$ cat src/rtl/fft_loader_pkg.sv
// Purpose: shared types and frame geometry for the FFT ADC capture loader.
// Latency: n/a (declarations only).
// Backpressure: n/a (declarations only).
package fft_loader_pkg;

    // Loader control states
    typedef enum logic [1:0] {
        IDLE     = 2'd0,
        FILL     = 2'd1,
        LAUNCH   = 2'd2,
        WAIT_FFT = 2'd3
    } state_t;

    // Default geometry, matching fft_top's four 512-word input banks
    localparam int DATA_W_DEF  = 16;
    localparam int ADDR_W_DEF  = 9;
    localparam int N_BANKS_DEF = 4;

    // One frame fills every bank once
    localparam int N_POINTS = N_BANKS_DEF * (2 ** ADDR_W_DEF);

    // Sample counter: upper bits select the bank, lower bits the word address
    localparam int CNT_W = $clog2(N_POINTS);

endpackage

$ cat src/rtl/fft_adc_loader.sv
// Purpose: capture one 2048-sample ADC frame into fft_top's four input banks, then launch the FFT.
// Latency: sample accepted at cycle t is written at t+1; oSTART at t+2 after the last write.
// Backpressure: none; samples in LAUNCH/WAIT_FFT are dropped and flagged on sticky oOVF.
// Option: define FFT_LOADER_OFFSET_BIN_EN to treat iADC_DATA as offset-binary (MSB inverted).
module fft_adc_loader
    import fft_loader_pkg::*;
#(
    parameter int DATA_W  = DATA_W_DEF,
    parameter int ADDR_W  = ADDR_W_DEF,
    parameter int N_BANKS = N_BANKS_DEF
) (
    input  logic              iCLK,
    input  logic              iRESET,
    input  logic [DATA_W-1:0] iADC_DATA,
    input  logic              iADC_VALID,
    input  logic              iARM,
    input  logic              iCONT,
    input  logic              iCLR_OVF,
    input  logic              iRDY,
    output logic [DATA_W-1:0] oDATA,
    output logic [ADDR_W-1:0] oADDR_WR_0,
    output logic [ADDR_W-1:0] oADDR_WR_1,
    output logic [ADDR_W-1:0] oADDR_WR_2,
    output logic [ADDR_W-1:0] oADDR_WR_3,
    output logic              oWE_0,
    output logic              oWE_1,
    output logic              oWE_2,
    output logic              oWE_3,
    output logic              oSTART,
    output logic              oBUSY,
    output logic              oFRAME_DONE,
    output logic              oOVF
);

    localparam int BANK_W   = $clog2(N_BANKS);
    localparam int CNT_BITS = ADDR_W + BANK_W;

    // Frame length is a power of two, so the final sample index is all ones
    localparam logic [CNT_BITS-1:0] LAST_CNT = '1;

    state_t              state;
    logic [CNT_BITS-1:0] cnt;
    logic [BANK_W-1:0]   bank;
    logic [ADDR_W-1:0]   addr;
    logic [DATA_W-1:0]   data_in;
    logic                rdy_q;
    logic                ovf_set;
    logic [N_BANKS-1:0]  we_q;
    logic [ADDR_W-1:0]   addr_q [N_BANKS];

    // Bank select and word address come straight from the sample counter
    assign bank = cnt[CNT_BITS-1:ADDR_W];
    assign addr = cnt[ADDR_W-1:0];

`ifdef FFT_LOADER_OFFSET_BIN_EN
    // Offset-binary to two's complement is a single MSB flip: 8000h -> 0, 0000h -> most negative
    assign data_in = {~iADC_DATA[DATA_W-1], iADC_DATA[DATA_W-2:0]};
`else
    // ADC already delivers two's complement; pass straight through
    assign data_in = iADC_DATA;
`endif

    // Any sample arriving after the frame is full but before the FFT hands back is lost
    assign ovf_set = iADC_VALID && ((state == LAUNCH) || (state == WAIT_FFT));

    // Capture FSM with registered write strobes, start and done pulses
    always_ff @(posedge iCLK or negedge iRESET) begin
        if (!iRESET) begin
            state       <= IDLE;
            cnt         <= '0;
            rdy_q       <= 1'b0;
            oDATA       <= '0;
            we_q        <= '0;
            oSTART      <= 1'b0;
            oFRAME_DONE <= 1'b0;
            for (int b = 0; b < N_BANKS; b++) begin
                addr_q[b] <= '0;
            end
        end else begin
            // Strobes are single-cycle unless re-asserted below
            we_q        <= '0;
            oSTART      <= 1'b0;
            oFRAME_DONE <= 1'b0;
            rdy_q       <= iRDY;

            case (state)
                IDLE: begin
                    // A sample coincident with the arm/continue request is not part of the frame
                    if (iARM || iCONT) begin
                        state <= FILL;
                    end
                end

                FILL: begin
                    if (iADC_VALID) begin
                        oDATA        <= data_in;
                        addr_q[bank] <= addr;
                        we_q[bank]   <= 1'b1;
                        if (cnt == LAST_CNT) begin
                            cnt   <= '0;
                            state <= LAUNCH;
                        end else begin
                            cnt <= cnt + 1'b1;
                        end
                    end
                end

                LAUNCH: begin
                    // One cycle gap lets the last bank write land before the FFT starts
                    oSTART <= 1'b1;
                    state  <= WAIT_FFT;
                end

                WAIT_FFT: begin
                    // Only a fresh rising edge of iRDY counts; a level held from before is stale
                    if (iRDY && !rdy_q) begin
                        oFRAME_DONE <= 1'b1;
                        state       <= iCONT ? FILL : IDLE;
                    end
                end

                default: state <= IDLE;
            endcase
        end
    end

    // Sticky overflow flag; a new drop outranks a simultaneous clear
    always_ff @(posedge iCLK or negedge iRESET) begin
        if (!iRESET) begin
            oOVF <= 1'b0;
        end else if (ovf_set) begin
            oOVF <= 1'b1;
        end else if (iCLR_OVF) begin
            oOVF <= 1'b0;
        end
    end

    assign oBUSY = (state != IDLE);

    assign oWE_0 = we_q[0];
    assign oWE_1 = we_q[1];
    assign oWE_2 = we_q[2];
    assign oWE_3 = we_q[3];

    assign oADDR_WR_0 = addr_q[0];
    assign oADDR_WR_1 = addr_q[1];
    assign oADDR_WR_2 = addr_q[2];
    assign oADDR_WR_3 = addr_q[3];

endmodule

$ cat config.mk
export PLATFORM = sky130hd
export DESIGN_NAME = fft_adc_loader
export DESIGN_NICKNAME = d
export VERILOG_FILES = /design/src/rtl/fft_loader_pkg.sv /design/src/rtl/fft_adc_loader.sv
export SDC_FILE = /design/constraint.sdc
export NUM_CORES = 1
export LEC_CHECK = 0
export CAP_MARGIN = 10
export CORE_ASPECT_RATIO = 1.25
export CORE_MARGIN = 2
export CORE_UTILIZATION = 47
export DETAILED_ROUTE_END_ITERATION = 12
export PLACE_DENSITY = 0.78
export SLEW_MARGIN = 0
export SYNTH_ARGS = -nofsm -noshare
export SYNTH_HDL_FRONTEND = slang
export SYNTH_SLANG_ARGS = --single-unit
$ cat constraint.sdc
create_clock -name iCLK -period 2.4 [get_ports iCLK]
set_input_delay 0.6 -clock iCLK [delete_from_list [all_inputs] [get_ports iCLK]]
set_output_delay 0.6 -clock iCLK [all_outputs]
set_load 0.02 [all_outputs]
==> flow_summary.json <==
{
  "vias": 1938,
  "fin_skew_ns": 0.00743,
  "clock_latency_ns": 0.34,
  "place_hpwl_um": 3930,
  "hold_viol": 0,
  "crit_arrival_ns": 1.40,
  "synth_cell_types": 33,
  "grt_max_degree": 74,
  "drive_gt1_share_pct": 26.6,
  "peakVddDrop_uv": 679,
  "syn-cell-area_um2": 2960,
  "yosysWarnings": 0,
  "tightest_slew_ns": 0.898,
  "cts_tree": "done",
  "clock_path_buffers": 2,
  "finalWirelength_um": 5650,
  "finalCritPeriodShare_pct": 83.5,
  "routedWlPerCell_um": 14.5,
  "synth_seq_cells": 73,
  "worstSetupPathType": "register to primary output",
  "slowest_stage": "dfrtp_1",
  "drc": 0,
  "antenna_found_initial": 0,
  "rsz0062_at_grt": "no",
  "syn_avg_cell_area_um2": 14.1,
  "cpMostUsedCell": "inv_1",
  "io_pins": 83,
  "grt_pass1_vias": 1964,
  "die_area_um2": 6960,
  "antenna_cells": 0,
  "viasPerCell": 4.97,
  "cts_root_buf": "clkbuf_8",
  "setup_viol": 0,
  "cts.sinks": 73,
  "fmax_ghz": 0.499,
  "cp_max_fo": 5,
  "first_iter_violations": 69,
  "hold_class": "input port to asynchronous set/reset pin",
  "first_pass_iters": 4,
  "crit_path_start_kind": "register",
  "grt_overflow": 0,
  "final.setup.tns_ns": 0,
  "reg2reg_depth": 6,
  "async_flop_share_pct": 100,
  "cp.required_ns": 1.80,
  "grt_usage_pct": 18.1,
  "status": "finished, final reports clean",
  "endpoint_kind": "primary output",
  "synth_ff_type": "dfrtp_1",
  "fin_util_pct": 67.1,
  "yosysTopAreaCell": "dfrtp_1",
  "synth_top_area_share_pct": 61.7,
  "clk_pin_slew_ns": 0.08,
  "syn2layout_area_growth_pct": 38.7,
  "place_ws_ns": 0.136,
  "fp.dieW_um": 75.0,
  "io_buffers": 82,
  "r2r_slack_ns": 0.47,
  "gp_congestion": 0.800,
  "cts_buffers": 9,
  "finalNetCount": 329,
  "mostFrequentLayoutCells": "clkdlybuf4s50_1 (80), dfrtp_1 (73), mux2_2 (51)",
  "max_stage_delay_ns": 0.43,
  "fin_ws_ns": 0.396,
  "worst-path-buf-inv": 3,
  "slew_headroom_pct": 40.1,
  "core-area_um2": 6130,
  "power_density_nw_per_um2": 961,
  "leakagePower_nw": 1.89,
  "drv_slew": 0,
  "yosys-top-cells-area": "dfrtp_1 (62%), mux2_2 (19%), ha_1 (2.1%)",
  "start_util_pct": 48.4,
  "ys_seq_area_share_pct": 61.7,
  "rr_startpoint": "state[1]",
  "netlist_instances": 210,
  "htreeDepth": 3,
  "fill_cells": 471,
  "ant_nets": 0,
  "r2r_end": "oADDR_WR_2[6]",
  "mostFrequentLayoutCell": "clkdlybuf4s50_1",
  "num_rows": 32,
  "synth_nets": 238,
  "critPathTopFamily": "buffers and inverters",
  "layout_min_cycle_time_ns": 2.00,
  "grt_pass1_wl_um": 9340,
  "synth_edf_count": 0,
  "drv_cap": 0,
  "path_cells": "inv_1 -> ha_1 -> inv_1 -> dlymetal6s2s_1",
  "die_h_um": 92.8
}
-- synthesized netlist by cell type (2+ instances only) --
| cell type | n |
|---|---|
| mux2_2 | 51 |
| inv_1 | 10 |
| nor2_1 | 9 |
| ha_1 | 5 |
| xor2_1 | 3 |
| dfrtp_1 | 73 |
| nand2_2 | 2 |
| o21ai_0 | 4 |
| nand3_2 | 2 |
| xnor2_1 | 5 |
| buf_2 | 4 |
| nand2_1 | 10 |
| nor3_1 | 5 |
| buf_4 | 3 |
| nand2b_1 | 2 |
| nand4_1 | 4 |
| nand3_1 | 2 |
-- how the worst max path moves through the flow --
stage | cells past startpoint | from | slack, ns | end
detailed placement | 5 | iADC_VALID | 0.14 | oADDR_WR_2[6]
floorplan | 6 | state[1] | 0.72 | oDATA[0]
CTS | 4 | state[1] | 0.02 | oBUSY
finish | 4 | state[1] | 0.40 | oBUSY
global route | 6 | state[1] | 0.26 | oADDR_WR_2[1]
global placement | 5 | iADC_VALID | 0.18 | oADDR_WR_2[7]
-- final cells by class --
| class | instances | area [um^2] | area share, % |
|---|---|---|---|
| sequential | 73 | 1830 | 44.5 |
| multi-input combinational | 119 | 1050 | 25.6 |
| timing repair buffer | 88 | 878 | 21.4 |
| clock buffer | 10 | 128 | 3.11 |
| tap | 85 | 106 | 2.59 |
| clock inverter | 5 | 81.3 | 1.98 |
| inverter | 10 | 37.5 | 0.914 |
-- metrics by stage --
step	hold slack (ns)	total power, mW	std cells	area, um^2
after CTS	0.409	4.00	390	4110
after global placement	0.463	2.94	375	3900
after global routing	0.465	4.16	390	4110
final	0.370	3.95	390	4110
after floorplan	0.304	2.37	210	2960
after detailed placement	0.494	2.98	375	3900
-- layer usage --
| layer | GRT usage [%] | vias up | share of wire (%) |
|---|---|---|---|
| li1 | - | 907 | - |
| met1 | 22.8 | 960 | 41 |
| met2 | 28.0 | 61 | 51 |
| met3 | 4.68 | 10 | 5.5 |
| met4 | 9.82 | 0 | 2.3 |
| met5 | 0 | - | 0 |
-- worst register-to-register path, delay by kind of cell, from the launching register on --
family	cells	cell delay (ns)
and+or+nand+nor	3	0.62
DFF	1	0.43
muxes	1	0.40
adders and majority gates	1	0.27
buffers and inverters	1	0.11
-- registers in the layout, summed over array words and instances (netlist names) --
name and cells:
oADDR_WR_0 9, state 2, oOVF 1, we_q 4, oADDR_WR_1 9, rdy_q 1, oSTART 1, oADDR_WR_3 9
oADDR_WR_2 9, oFRAME_DONE 1, cnt 11, oDATA 16
-- where the power goes --
part / leakage [nW] / switching, mW / internal [mW]
Clock: 0.102 / 0.433 / 0.580
Sequential: 0.957 / 0.188 / 1.47
Combinational: 0.835 / 0.590 / 0.685
-- kinds of logic after synthesis --
family                   count (synthesis)  synth area share [%]
flip-flops                              73                  61.7
multiplexers                            53                  20.2
AND/OR/NAND/NOR                         42                  8.28
buffers and inverters                   18                  2.87
AO/OA/AOI/OAI                           11                  2.49
XOR/XNOR                                 8                  2.36
adder cells (fa/ha/maj)                  5                  2.11
-- repair_timing --
action                                 4_1_cts  5_1_grt
endpoints found under the hold margin        0        0
setup endpoints to repair                    0        1
resized for setup                            0        1
buffers inserted                             0        0
hold buffers                                 0        0
Note: power is estimated with default switching activity, not from simulation.
==> variant 1 (config.mk and constraints unchanged) <==
Encoding of `state_t`: now Gray code (2 bits for 4 states).
--- a/src/rtl/fft_loader_pkg.sv
+++ b/src/rtl/fft_loader_pkg.sv
@@ -5,10 +5,10 @@
 
     // Loader control states
     typedef enum logic [1:0] {
-        IDLE     = 2'd0,
-        FILL     = 2'd1,
-        LAUNCH   = 2'd2,
-        WAIT_FFT = 2'd3
+        IDLE     = 2'b00,
+        FILL     = 2'b01,
+        LAUNCH   = 2'b11,
+        WAIT_FFT = 2'b10
     } state_t;
 
     // Default geometry, matching fft_top's four 512-word input banks
Formal check against the unedited RTL: same outputs for any inputs over 10 cycles, from zero or initial values and one cycle with iRESET low; not proved beyond that.
==> variant 1 against the original RTL <==
Design area decreased by 2.7%; worst setup slack worse by 230 ps; count of clock-buffer cells in the layout stayed put; sequential cell count stayed put; first-iteration DRC count rose by 96%; non-clock buffer count rose by 2; synthesized area decreased by 2.7%; wire length increased by 4.5%; sequential share of layout area up 1.2 points.
Power is not compared: it rests on default switching activity, and its combinational part moved more than twofold at a synthesized area within 25%.
==> variant 1: results (changes against the original RTL) <==
status=finished clean; dpl cell area=3800 um^2 (-2.4%); port buffer count=82 (unchanged); GRT met3 Usage=6.10% (+1.4 points); Max-slew headroom=40.8% (+0.71 points); Syn Area/Cell=12.5 um^2 (-12%); cell leakage power=1.88 nW; Mapped Nets=255 (+7.1%); Iteration-0 DRC Markers=135 (+96%); fin cells=406 (+4.1%); dpl hpwl=4100 um (+4.3%); Tot GR Track Use=19.8% (+1.7 points); clock root buffer=clkbuf_8; arrival time at the worst endpoint=1630 ps (+230 ps); antenna cell count=0 (unchanged); met1 Use GR=23.4% (+0.54 points); met2 usage in global routing=32.7% (+4.7 points); routed vias=2,038 (+5.2%); vias in the first global route=2,120 (+7.9%); pre-CTS setup slack=84.3 ps (-52.1 ps); dpl cells=391 (+4.3%); Total Nets Final=344 (+4.6%); top post-synthesis cells by count=73 x dfrtp_1, 56 x nand2_1, 36 x mux2_2; register area share after synthesis=63.3% (+1.7 points); gp weighted congestion=0.735 (-8.1%); Synth cell types=35 (+6.1%); clk_lat worst skew=330 ps; Synth area leaders=dfrtp_1 63%, mux2_2 14%, nand2_1 7.3%, buf_2 1.0%, xnor2_1 0.91%; layout cells sized above 1=19.8% (-6.8 points); Worst VDD drop=0.405 mV; global-route wire length before repair=10,100 um (+8.5%); DR WL/cell=14.5 um (+0.40%); final worst clock skew=8.12 ps (+0.689 ps); First-pass DRT Iterations=4 (unchanged); Ys Warns=0 (unchanged); CP Max Fanout=8 (+3)
variant 1: changes by cell type in the layout (fill, tap and decap cells not counted), moves of 3 or more:
cell     change
nand3_1      +3
buf_4        +3
nor2_1       -5
or4_1        +3
nand2_1     +46
inv_1        -6
mux2_2      -15
ha_1         -4
variant 1: cell families after synthesis:
group                    share of synthesized area [%]
AND/OR/NAND/NOR                                   13.9
flip-flops                                        63.3
multiplexers                                      14.8
buffers and inverters                             2.65
AO/OA/AOI/OAI                                     3.12
XOR/XNOR                                          1.82
adder cells (fa/ha/maj)                          0.434
variant 1: path summary, 6_finish.rpt:
kind,start,to,slack (ps),cells past startpoint
worst max-delay path,state[1]$_DFFE_PN0P_,oBUSY,170,2
worst min-delay path,iRESET,we_q[3]$_DFF_PN0_,380,1
worst max register to register,cnt[1]$_DFFE_PN0P_,cnt[3]$_DFFE_PN0P_,530,4
worst min register to register,rdy_q$_DFF_PN0_,oFRAME_DONE$_DFF_PN0_,440,1
max in group asynchronous,iRESET,cnt[10]$_DFFE_PN0P_,1440,1
min in group iCLK,rdy_q$_DFF_PN0_,oFRAME_DONE$_DFF_PN0_,440,1
variant 1: report_power, final:
group	switching, W	internal [W]	total [W]
Combinational	0.000284	0.000285	0.000570
Sequential	0.000160	0.00136	0.00152
Clock	0.000435	0.000501	0.000935
variant 1: critical path, stage by stage (launching register included):
cell and delay (ps):
dfrtp_1 450, or2_2 320, clkdlybuf4s50_1 540
variant 1: through the flow:
stage | hold WS (ps) | utilization [%]
6_report | 380 | 68.3
3_5_place_dp | 440 | 64.9
3_3_place_gp | 419 | 64.9
4_1_cts | 406 | 68.3
2_1_floorplan | 304 | -
5_1_grt | 441 | 68.3
variant 1: area by class of cell:
class,instances,area (um^2)
Clock buffer,10,138
Clock inverter,5,56.3
Fill cell,457,1860
Inverter,4,15.0
Multi-Input combinational cell,142,981
Sequential cell,73,1830
Tap cell,82,103
Timing Repair Buffer,90,878
variant 1: metal layers:
layer | wire length, um | vias to the layer above
li1 | - | 958
met4 | 72 | 0
met5 | 0 | -
met3 | 344 | 9
met2 | 3060 | 74
met1 | 2420 | 997
==> variant 2 (same flow settings) <==
Made on the original files. `DATA_W_DEF`: 16 -> 32.
--- a/src/rtl/fft_loader_pkg.sv
+++ b/src/rtl/fft_loader_pkg.sv
@@ -12,7 +12,7 @@
     } state_t;
 
     // Default geometry, matching fft_top's four 512-word input banks
-    localparam int DATA_W_DEF  = 16;
+    localparam int DATA_W_DEF  = 32;
     localparam int ADDR_W_DEF  = 9;
     localparam int N_BANKS_DEF = 4;
 
Interface: changed (resized iADC_DATA and oDATA); port bits go from 83 to 115. No check against the original RTL was run, so the function may have changed too.
==> variant 2 against the original RTL <==
First-iteration DRC count is the same; design area grew 21%; sequential cell count grew 16; worst setup slack lost 120 ps; register-to-register slack lost 100 ps; synthesized area grew 19%; wire length grew 28%.
Power is not compared: it rests on default switching activity, and its combinational part moved more than twofold at a synthesized area within 25%.
==> variant 2: results (changes against the original RTL) <==
Resize count post-CTS=1 (+1); Net Sw Power=0.000978 W; Ys Warns=0 (unchanged); Compound-Gate Fraction of Synth Area=3.23% (+0.74 points); post-synthesis adder-cell area fraction=1.77% (-0.34 points); top flop regs=oDATA x32, cnt x11; Worst VDD drop=0.368 mV; routed wire length=7220 um (+28%); R2R Path End=oADDR_WR_1[1]$_DFFE_PN0P_; register area share after synthesis=63.1% (+1.5 points); top post-synthesis cells by count=89 x dfrtp_1, 64 x mux2_2, 12 x nand2_1; dpl cell area=4790 um^2 (+23%); pre-CTS setup slack=11.5 ps (-125 ps); Tot GR Track Use=18.5% (+0.44 points); largest net degree at the start of global routing=42 (-43%); DR WL met3=405 um (+31%); WL met2=3750 um (+31%); arrival time at the worst endpoint=1520 ps (+120 ps); vias in the first global route=2,385 (+21%); length in cells of the worst reg-to-reg path=5 (-1); CP Max Fanout=6 (+1); status=finished clean; port buffer count=114 (+39%); synthesized instance count=242 (+15%); met1 WL=2940 um (+26%); initial antenna violation count=0 (unchanged); gp weighted congestion=0.791 (-1.1%); final worst clock skew=9.34 ps (+1.91 ps); routed vias=2,283 (+18%); FF-to-FF setup slack=370 ps (-100 ps); mux contribution to synthesized area=21.5% (+1.3 points); dpl cells=444 (+18%); dpl hpwl=5270 um (+34%); Synth Area in XOR/XNOR=1.74% (-0.63 points); global-route wire length before repair=11,300 um (+21%); layout cells sized above 1=25.0% (-1.6 points); DR WL/cell=15.7 um (+8.5%); Total Nets Final=407 (+24%); Mapped Nets=286 (+20%); Synth area leaders=dfrtp_1 63%, mux2_2 20%, ha_1 1.8%, buf_2 1.4%, nand2_1 1.3%; Synth cell types=31 (-6.1%); Max-slew headroom=66.0% (+26 points)
variant 2: kinds of logic (layout without fill, tap and decap cells):
| family | after synthesis | after routing |
|---|---|---|
| compound gates | 15 | 15 |
| simple gates | 38 | 38 |
| mux | 67 | 67 |
| flops | 89 | 89 |
| xor+xnor | 7 | 7 |
| buf+inv | 21 | 147 |
| fa+ha+maj | 5 | 5 |
variant 2: critical path, cell delays in order, from the launching register on:
cell	delay, ps
dfrtp_1	450
inv_1	90
ha_1	200
inv_1	100
dlygate4sd2_1	340
variant 2: layout make-up:
class,count,area (um^2)
fill,564,2340
sequential,89,2230
multi-input combinational,132,1210
timing repair buffer,121,1200
clock buffer,10,138
tap,92,115
clock inverter,6,42.5
inverter,10,37.5
variant 2: per-layer routing:
metal	vias to the layer above	GRT usage, %
li1	1083	-
met1	1125	22.4
met2	66	31.3
met3	9	3.76
met4	0	9.00
met5	-	0
variant 2: worst max-delay path by stage:
stage / startpoint / to / slack [ps] / cells past startpoint
after floorplan: state[1]$_DFFE_PN0P_ / oADDR_WR_1[2]$_DFFE_PN0P_ / 640 / 7
after global placement: iADC_VALID / oADDR_WR_1[3]$_DFFE_PN0P_ / 90 / 4
after detailed placement: iADC_VALID / oADDR_WR_1[3]$_DFFE_PN0P_ / 10 / 4
after CTS: state[1]$_DFFE_PN0P_ / oBUSY / 260 / 4
after global routing: state[1]$_DFFE_PN0P_ / oBUSY / 190 / 4
final: state[1]$_DFFE_PN0P_ / oBUSY / 280 / 4
variant 2: power groups by stage:
stage	Clock, W	Sequential [W]	Combinational, W
floorplan	0	0.00186	0.000235
global placement	0	0.00182	0.000628
detailed placement	0	0.00183	0.000642
CTS	0.000966	0.00180	0.000646
global route	0.00104	0.00182	0.000681
finish	0.000935	0.00179	0.000635
